## config.mk

```make
export PLATFORM = sky130hd
export DESIGN_NAME = line_addr_composer
export DESIGN_NICKNAME = d
export VERILOG_FILES = /design/src/rtl/line_addr_composer.sv
export SDC_FILE = /design/constraint.sdc
export NUM_CORES = 1
export LEC_CHECK = 0
export BUFFER_PORTS_ARGS = -buffer_cell sky130_fd_sc_hd__buf_2
export CAP_MARGIN = 15
export CORE_MARGIN = 1.5
export CORE_UTILIZATION = 45
export CTS_BUF_LIST = sky130_fd_sc_hd__clkbuf_2
export DETAILED_ROUTE_END_ITERATION = 10
export PLACE_DENSITY = 0.82
export SYNTH_ARGS = -nofsm -noshare
export SYNTH_HDL_FRONTEND = slang
export SYNTH_SLANG_ARGS = --single-unit
```

## constraint.sdc

```tcl
create_clock -name clk -period 1.5 [get_ports clk]
set_input_delay 0.225 -clock clk [delete_from_list [all_inputs] [get_ports clk]]
set_output_delay 0.225 -clock clk [all_outputs]
set_load 0.03 [all_outputs]
```

## src/rtl/line_addr_composer.sv

```systemverilog
// line_addr_composer
// Rebuilds full byte addresses from a cache line's tag/index fields and
// issues them as a 16-beat word burst, starting at the requested block
// offset and wrapping inside the line (critical-word-first).
// The word offset bits are always zero; the offset adder is OFFSET_W bits
// wide, so it can never carry into the index or tag.
module line_addr_composer #(
  parameter int TAG_W    = 19,
  parameter int INDEX_W  = 7,
  parameter int OFFSET_W = 4,
  parameter int WORD_W   = 2
) (
  input  logic                clk,
  input  logic                rst,
  input  logic                start,
  input  logic [TAG_W-1:0]    tag,
  input  logic [INDEX_W-1:0]  index,
  input  logic [OFFSET_W-1:0] start_offset,
  input  logic                abort,
  input  logic                mem_ready,
  output logic                mem_valid,
  output logic [31:0]         mem_addr,
  output logic                mem_last,
  output logic [OFFSET_W-1:0] beat_cnt,
  output logic                busy,
  output logic                done
);

  typedef enum logic [1:0] {
    IDLE  = 2'd0,
    ISSUE = 2'd1,
    DONE  = 2'd2
  } state_t;

  state_t              state_r;
  state_t              state_s;
  logic [TAG_W-1:0]    tag_r;
  logic [INDEX_W-1:0]  index_r;
  logic [OFFSET_W-1:0] off_r;
  logic [OFFSET_W-1:0] cnt_r;
  logic [OFFSET_W-1:0] cur_off_s;
  logic                accept_s;
  logic                final_beat_s;

  // Beat bookkeeping shared by next-state and datapath logic.
  always_comb begin
    cur_off_s    = off_r + cnt_r;
    accept_s     = (state_r == ISSUE) && mem_ready;
    final_beat_s = (cnt_r == {OFFSET_W{1'b1}});
  end

  // State register.
  always_ff @(posedge clk or posedge rst) begin
    if (rst) begin
      state_r <= IDLE;
    end else begin
      state_r <= state_s;
    end
  end

  // Next-state decision: abort wins over a final-beat handshake.
  always_comb begin
    state_s = state_r;
    case (state_r)
      IDLE: begin
        if (start) begin
          state_s = ISSUE;
        end else begin
          state_s = IDLE;
        end
      end
      ISSUE: begin
        if (abort) begin
          state_s = IDLE;
        end else if (accept_s && final_beat_s) begin
          state_s = DONE;
        end else begin
          state_s = ISSUE;
        end
      end
      DONE:    state_s = IDLE;
      default: state_s = IDLE;
    endcase
  end

  // Latched line fields and beat counter; start is only honoured in IDLE.
  always_ff @(posedge clk or posedge rst) begin
    if (rst) begin
      tag_r   <= {TAG_W{1'b0}};
      index_r <= {INDEX_W{1'b0}};
      off_r   <= {OFFSET_W{1'b0}};
      cnt_r   <= {OFFSET_W{1'b0}};
    end else begin
      case (state_r)
        IDLE: begin
          if (start) begin
            tag_r   <= tag;
            index_r <= index;
            off_r   <= start_offset;
            cnt_r   <= {OFFSET_W{1'b0}};
          end
        end
        ISSUE: begin
          // Abort clears the count so beat_cnt reads zero once idle.
          // A full burst wraps the count back to zero on its own.
          if (abort) begin
            cnt_r <= {OFFSET_W{1'b0}};
          end else if (accept_s) begin
            cnt_r <= cnt_r + OFFSET_W'(1);
          end
        end
        default: begin
          cnt_r <= cnt_r;
        end
      endcase
    end
  end

  // Outputs decoded only from registered state, never from start.
  always_comb begin
    mem_valid = 1'b0;
    mem_addr  = 32'd0;
    mem_last  = 1'b0;
    beat_cnt  = {OFFSET_W{1'b0}};
    busy      = 1'b0;
    done      = 1'b0;
    case (state_r)
      ISSUE: begin
        mem_valid = 1'b1;
        mem_addr  = {tag_r, index_r, cur_off_s, {WORD_W{1'b0}}};
        mem_last  = final_beat_s;
        beat_cnt  = cnt_r;
        busy      = 1'b1;
      end
      DONE: begin
        busy = 1'b1;
        done = 1'b1;
      end
      default: begin
        mem_valid = 1'b0;
      end
    endcase
  end

endmodule

```

### Yosys cells after proc, flatten, opt, wreduce, memory -nomap -nowiden

Cells that the tools add are included.

| storage, ports and cells | value |
|---|---|
| output and inout port bits | 40 |
| bits in read-only memories | 0 |
| bits in latches | 0 |
| logic and storage cells | 33 |
| memories kept | 0 |
| input port bits | 35 |
| memory bits (writable) | 0 |
| bits in registers | 36 |

| cells by class | value |
|---|---|
| magnitude comparators | 0 |
| bitwise logic cells | 0 |
| eq/ne operators | 5 |
| reductions and logical operators | 7 |
| $add $sub $neg | 2 |
| muxes and demuxes | 14 |
| multipliers | 0 |
| divide/modulo/power cells | 0 |
| shift-type cells | 0 |

Operators by type and width:

| kind | number |
|---|---|
| $mux 32 | 1 |
| $mux 4 | 4 |
| $pmux 4 s2 | 1 |
| $mux 1 | 5 |
| $add 4x1->4 const B | 1 |
| $add 4x4->4 | 1 |
| $eq 4x4->1 const B | 1 |
| $mux 2 | 2 |
| $pmux 2 s2 | 1 |
| $ne 3x3->1 const B | 1 |
| $reduce_and 3->1 | 1 |
| $eq 2x1->1 const B | 1 |
| $eq 2x2->1 const B | 1 |
| $logic_and 1x1->1 | 2 |
| $logic_not 2->1 | 1 |
| $ne 2x2->1 const B | 1 |
| $reduce_and 2->1 | 1 |
| $reduce_bool 2->1 | 1 |
| $reduce_or 2->1 | 1 |

### Longest topological paths before layout

Gate-level depths: netlist of the first run.

| logic depth | value |
|---|---|
| depth after elaboration | 6 |
| gate-level depth with buffers | 6 |
| mapped depth without buffers | 5 |

### Worst setup path before layout of the first run

No wires, ideal clock.

| timing | value |
|---|---|
| kind | register to output |
| start | register state_r[1] |
| end | output mem_addr[5] |
| arrival | 1.714 ns |
| buffers on the path | 2 |
| required time | 1.275 ns |
| cell stages (with the launch flop) | 7 |
| setup slack | -0.439 ns |
| cell sequence | dfrtp_1 > inv_1 > ha_1 > buf_4 > clkbuf_1 > nand2_1 > o21bai_1 |

| between the ends | value |
|---|---|
| longest elaborated chain between the ends | 2 |

Ends and longest elaborated chain:

| element | line | text |
|---|---|---|
| start: declaration | 35 | `state_t state_r;` |
| start signal: assignment | 57 | `state_r <= state_s;` |
| $eq 2x1->1 | 127 | `case (state_r)` |
| $mux 32 | 127 |  |
| end: declaration | 22 | `output logic [31:0] mem_addr,` |

Every way passes these cells.

### Final worst setup path of the first run

| timing | value |
|---|---|
| start | register off_r[1] |
| end | output mem_addr[5] |

| between the ends | value |
|---|---|
| longest elaborated chain between the ends | 2 |

Ends and longest elaborated chain:

| element | line | text |
|---|---|---|
| start: declaration | 39 | `logic [OFFSET_W-1:0] off_r;` |
| start signal: assignment | 91 | `off_r <= {OFFSET_W{1'b0}};` |
| start signal: assignment | 99 | `off_r <= start_offset;` |
| $add 4x4->4 | 47 | `cur_off_s = off_r + cnt_r;` |
| $mux 32 | 127 |  |

Every way passes these cells.

==> results of run 1 <==
==> routing by layer <==
layer / vias to the layer above / GRT usage [%] / wire (um)
li1: 722 / - / -
met1: 756 / 26.2 / 2170
met2: 58 / 39.5 / 2770
met3: 10 / 6.76 / 357
met4: 0 / 7.14 / 101
met5: - / 0 / 0
==> repair_timing <==
item                                    in CTS  in global routing
buffers inserted                             8                 10
hold buffers                                 1                  0
pin swaps                                   21                  3
endpoints found under the setup margin      41                 72
cloned                                       2                  3
endpoints found under the hold margin       36                  0
resized for setup                          125                 51
==> cells in the final DEF, fill, tap and decap left out, types with 2 or more instances in the layout <==
cell type,n
buf_6,55
dfrtp_1,36
buf_2,34
and2_4,32
mux2_4,30
buf_4,12
nand2_1,5
clkbuf_2,5
inv_1,3
ha_4,3
o31ai_1,2
a21oi_1,2
xnor2_1,2
ha_2,2
ha_1,2
conb_1,2
clkinv_1,2
clkbuf_16,2
==> per-stage QoR <==
| step | worst slack [ns] | power [mW] | utilization [%] | instance area [um2] |
|---|---|---|---|---|
| finish | -0.615 | 3.63 | 84.0 | 3170 |
| CTS | -0.626 | 3.38 | 76.6 | 2890 |
| detailed placement | -0.248 | 2.54 | 64.1 | 2420 |
| global route | -0.668 | 3.78 | 84.0 | 3170 |
| floorplan | -0.0909 | 2.18 | - | 1930 |
| global placement | -0.216 | 2.50 | 64.1 | 2420 |
==> cell type report <==
type	count	area [um2]	area share, %
multi-input cells	103	1180	37.2
repair buffers	106	975	30.8
flip-flops and latches	36	901	28.4
well taps	48	60.1	1.89
clock buffers	5	25.0	0.790
inverters	5	21.3	0.671
clock inverters	2	7.51	0.237
==> state kept, by name, indices dropped and copies added, names as in the netlist <==
signal   cells
off_r        4
state_r      2
tag_r       19
cnt_r        4
index_r      7
==> worst max-delay path by stage <==
stage          cells past startpoint      from  slack, ns           to
2_1_floorplan                      4  cnt_r[1]      -0.09  mem_addr[5]
3_3_place_gp                       5  off_r[1]      -0.22  mem_addr[5]
3_5_place_dp                       5  off_r[1]      -0.25  mem_addr[5]
4_1_cts                            5  off_r[1]      -0.63  mem_addr[5]
5_1_grt                            5  off_r[1]      -0.67  mem_addr[5]
6_report                           5  off_r[1]      -0.61  mem_addr[5]
==> power groups by stage <==
stage | sequential [mW] | combinational (mW) | clock [mW]
2_1_floorplan | 1.25 | 0.924 | 0
3_3_place_gp | 1.26 | 1.24 | 0
3_5_place_dp | 1.27 | 1.26 | 0
4_1_cts | 1.27 | 1.71 | 0.403
5_1_grt | 1.32 | 2.04 | 0.430
6_report | 1.29 | 1.94 | 0.395
==> cells by family (layout without fill, tap and decap cells) <==
group,Yosys count,after routing,share of synthesized area [%]
other,1,2,0.206
adders and majority gates,8,8,5.91
muxes,31,31,19.3
buffers and inverters,14,118,3.71
DFF,36,36,49.5
xor gates and xnor gates,2,2,0.962
AOI/OAI and AO/OA,11,11,3.91
and+or+nand+nor,49,49,16.6
==> results.sh, run 1 <==
export IMPL_r2r_setup_slack_ns=-0.37
export IMPL_p_int_mw=2.34
export IMPL_required_ns=1.27
export IMPL_placedCellCount=278
export IMPL_start_util_pct=48.3
export IMPL_synth_edf_count=0
export IMPL_port_buffer_count=72
export IMPL_io_pins=75
export IMPL_slew_violations=0
export IMPL_diodes=0
export IMPL_die_y_um=66.6
export IMPL_gp_congestion=0.785
export IMPL_grt_setup_unrepaired="yes"
export IMPL_setup_tns_ns=-16.97
export IMPL_peakVddDrop_uv=843
export IMPL_dpl_hpwl_mm=2.77
export IMPL_routed_wl_mm=5.40
export IMPL_r2r_start="state_r[1]"
export IMPL_whs_path_depth=2
export IMPL_crit_family="compound AO/OA/AOI/OAI gates"
export IMPL_drt_iter0_markers=36
export IMPL_post_route_min_period_ns=2.11
export IMPL_period_share_pct=141
export IMPL_cap_violations=0
export IMPL_arrival_ns=1.89
export IMPL_min_to="index_r[0]"
export IMPL_swShare_pct=35.6
export IMPL_instances_no_fill=305
export IMPL_path_class="flop to output port"
export IMPL_pwr_share_seq_pct=35.7
export IMPL_grt_pass1_wl_mm=7.31
export IMPL_ant_nets=0
export IMPL_worstSetupEndpointType="output port"
export IMPL_p_leak_nw=1.62
export IMPL_reg2reg_depth=8
export IMPL_num_vias=1546
export IMPL_clk_pin_slew_ns=0.16
export IMPL_path_max_fanout=2
export IMPL_setup_slack_ns=-0.615
export IMPL_nFillCells=196
export IMPL_die_area_mm2=0.00444
export IMPL_timing_hold_ws_ns=0.0778
export IMPL_start_kind="flop"
export IMPL_grt_overflow=0
export IMPL_synth_top_area_share_pct=49.5
export IMPL_drcViolationCount=0
export IMPL_cts_tree="done"
export IMPL_hp_class="input port to flop"
export IMPL_ys_seq_area_share_pct=49.5
export IMPL_comb_power_share_pct=53.5
export IMPL_core_mm2=0.00377
export IMPL_cp_cell_sequence="ha_1 > a21o_1 > a2111oi_4 > o21bai_4 > buf_6"
export IMPL_synth_flop_cell="dfrtp_1"
export IMPL_synthTopCellsByArea="dfrtp_1, mux2_2, and2_1, ha_1, buf_4"
export IMPL_cts_root_buf="clkbuf_2"
export IMPL_antenna_found_initial=0
export IMPL_status="complete, but fails checks"
export IMPL_max_freq_ghz=0.473
export IMPL_fp_row_count=22
export IMPL_critPathMaxStageDelay_ns=0.43
export IMPL_ys_ff_latch=36
export IMPL_setup_viol=72
export IMPL_clkPwrFrac_pct=10.9
export IMPL_area_growth_pct=74.0
export IMPL_avgRoutedWirePerCell_um=17.7
export IMPL_finalClockSkew_ns=0.0178
export IMPL_hold_viol_final=0
export IMPL_yosysWarnings=0
export IMPL_nets=300
export IMPL_syn_area_mm2=0.00182
export IMPL_violations="setup timing"
export IMPL_power_density_mw_per_mm2=1140
export IMPL_avgSynthCellArea_um2=12.0
export IMPL_crit_slowest_cell="dfrtp_1"
export IMPL_clock_sinks=36
export IMPL_synth_largest_area_cell="dfrtp_1"
export IMPL_drive_gt1_share_pct=74.3
export IMPL_yosys_top_cells_count="dfrtp_1, and2_1, mux2_2, ha_1, nand2_1"
export IMPL_cts_buffer_depth=2
export IMPL_htree_levels=2
export IMPL_synthCells=152
export IMPL_grt_start_max_net_pins=37
export IMPL_synth_async_reset_ratio_pct=100
export IMPL_synth_cell_types=28
export IMPL_p_sw_mw=1.29
export IMPL_first_global_vias=1577
export IMPL_clock_latency_ns=0.37
export IMPL_drt_pass1_iterations=4
export IMPL_reg2reg_to="cnt_r[0]"
export IMPL_die_w_um=66.6
export IMPL_crit_buf_inv=1
export IMPL_yosysMostFrequentCell="dfrtp_1"
export IMPL_cts_buffers=5
export IMPL_grtUsageTotal_pct=22.5
export IMPL_via_per_inst=5.07
export IMPL_hold_start="index[0]"
No activity file was read; power rests on OpenSTA's default activity.
==> run 2, diff against run 1 <==
--- a/config.mk
+++ b/config.mk
@@ -7,6 +7,7 @@
 export LEC_CHECK = 0
 export BUFFER_PORTS_ARGS = -buffer_cell sky130_fd_sc_hd__buf_2
 export CAP_MARGIN = 15
+export CORE_ASPECT_RATIO = 0.5
 export CORE_MARGIN = 1.5
 export CORE_UTILIZATION = 45
 export CTS_BUF_LIST = sky130_fd_sc_hd__clkbuf_2
==> run 2 against run 1 <==
Compared with the run above:
- the run still ends with setup timing left
- first-iteration DRC count grew to 3.9 times the previous value
- count of clock-buffer cells in the layout did not move
- cell area rose by 8.7%
- critical endpoint unchanged
==> results.sh, run 2 (synthesis results as in run 1) <==
export IMPL_max_freq_ghz=0.447
export IMPL_drive_gt1_share_pct=71.1
export IMPL_clk_pin_slew_ns=0.22
export IMPL_port_buffer_count=72
export IMPL_via_per_inst=5.30
export IMPL_ant_nets=0
export IMPL_num_vias=1807
export IMPL_power_density_mw_per_mm2=1110
export IMPL_largest_reg_flops=19
export IMPL_mostFrequentLayoutCells="buf_6, dfrtp_1, buf_2"
export IMPL_peakVddDrop_uv=925
export IMPL_cap_violations=0
export IMPL_gp_congestion=0.812
export IMPL_first_global_vias=1647
export IMPL_violations="setup timing"
export IMPL_finalClockSkew_ns=0.0145
export IMPL_p_leak_nw=1.64
export IMPL_clock_latency_ns=0.41
export IMPL_p_int_mw=2.38
export IMPL_grtUsageTotal_pct=24.2
export IMPL_cts_root_buf="clkbuf_2"
export IMPL_avgRoutedWirePerCell_um=21.0
export IMPL_period_share_pct=149
export IMPL_hp_class="input port to flop"
export IMPL_routed_wl_mm=7.18
export IMPL_worstSetupEndpointType="output port"
export IMPL_area_growth_pct=89.1
export IMPL_comb_power_share_pct=53.5
export IMPL_start_kind="flop"
export IMPL_dpl_hpwl_mm=3.02
export IMPL_pre_cts_ws_ns=-0.247
export IMPL_arrival_ns=2.01
export IMPL_nets=329
export IMPL_die_w_um=93.0
export IMPL_path_class="flop to output port"
export IMPL_nFillCells=155
export IMPL_die_area_mm2=0.00446
export IMPL_setup_slack_ns=-0.739
export IMPL_setup_tns_ns=-21.86
export IMPL_drt_iter0_markers=142
export IMPL_cts_buffers=5
export IMPL_htree_levels=2
export IMPL_clkPwrFrac_pct=12.5
export IMPL_cts_buffer_depth=2
export IMPL_io_pins=75
export IMPL_regMostFlops="tag_r"
export IMPL_fp_row_count=16
export IMPL_placedCellCount=288
export IMPL_grt_setup_unrepaired="yes"
export IMPL_pwr_share_seq_pct=34.0
export IMPL_grt_start_max_net_pins=32
export IMPL_diodes=0
export IMPL_post_route_min_period_ns=2.24
export IMPL_slew_violations=0
export IMPL_swShare_pct=37.9
export IMPL_hold_viol_final=0
export IMPL_path_max_fanout=2
export IMPL_required_ns=1.27
export IMPL_fin_util_pct=88.7
export IMPL_core_mm2=0.00388
export IMPL_dpl_cell_area_mm2=0.00247
export IMPL_start_util_pct=46.9
export IMPL_antenna_found_initial=0
export IMPL_timing_hold_ws_ns=0.0394
export IMPL_clock_sinks=36
export IMPL_r2r_setup_slack_ns=-0.39
export IMPL_die_y_um=48.0
export IMPL_fin_area_mm2=0.00344
export IMPL_p_sw_mw=1.45
export IMPL_power_mw=3.83
export IMPL_status="complete, but fails checks"
export IMPL_grt_pass1_wl_mm=7.73
export IMPL_drcViolationCount=0
export IMPL_cts_tree="done"
export IMPL_grt_overflow=0
export IMPL_setup_viol=73
export IMPL_layout_commonest_cell="buf_6"
export IMPL_drt_pass1_iterations=4
export IMPL_instances_no_fill=341
export IMPL_largestRegisters="tag_r x19, index_r x7"
## run 2: changes by cell type in the layout (fill, tap and decap cells not counted), moves of 2 or more
cell	previous run	this run
mux2_2	0	30
dlygate4sd3_1	1	23
buf_8	1	4
buf_12	1	3
buf_6	55	53
buf_4	12	14
clkinv_1	2	0
clkinv_2	0	2
mux2_4	30	0
## run 2: metal layers
layer	up-vias	global-route usage, %	wire, um
met5	-	0	0
met4	0	9.70	263
met3	31	8.25	568
met2	110	45.8	3670
met1	886	26.6	2680
li1	780	-	-
## run 2: final timing paths
path	start	endpoint	depth (start not counted)
setup / recovery	off_r[1]	mem_addr[5]	5
setup reg to reg	state_r[0]	cnt_r[2]	8
hold / removal	tag[16]	tag_r[16]	2
min in group asynchronous	rst	index_r[3]	3
hold reg to reg	tag_r[0]	tag_r[0]	1
max in group asynchronous	rst	tag_r[11]	4
## run 2: power by group through the flow
| stage | Sequential, mW | Clock, mW | Combinational, mW |
|---|---|---|---|
| finish | 1.30 | 0.479 | 2.05 |
| detailed placement | 1.28 | 0 | 1.28 |
| floorplan | 1.25 | 0 | 0.924 |
| CTS | 1.26 | 0.478 | 1.73 |
| global route | 1.32 | 0.546 | 2.12 |
| global placement | 1.26 | 0 | 1.26 |
## run 2: worst max-delay path: stages, from the launching register on
cell,delay (ns)
dfrtp_1,0.44
ha_1,0.30
a21o_1,0.18
a2111oi_2,0.34
o21bai_4,0.19
buf_6,0.14
## run 2: final cells by class
class	count	area, um2	area share [%]
Multi-Input combinational cell	103	1090	31.5
Timing Repair Buffer	135	1330	38.5
Clock inverter	3	18.8	0.545
Tap cell	54	67.6	1.96
Clock buffer	5	25.0	0.726
Sequential cell	36	901	26.2
Inverter	5	21.3	0.618
## run 2: what timing repair did
| action | in CTS | in global routing |
|---|---|---|
| hold endpoints to repair | 12 | 22 |
| buffers inserted | 8 | 13 |
| endpoints found under the setup margin | 41 | 73 |
| resized for setup | 118 | 33 |
| pin swaps | 13 | 17 |
| gates cloned | 2 | 3 |
| hold buffers | 1 | 22 |
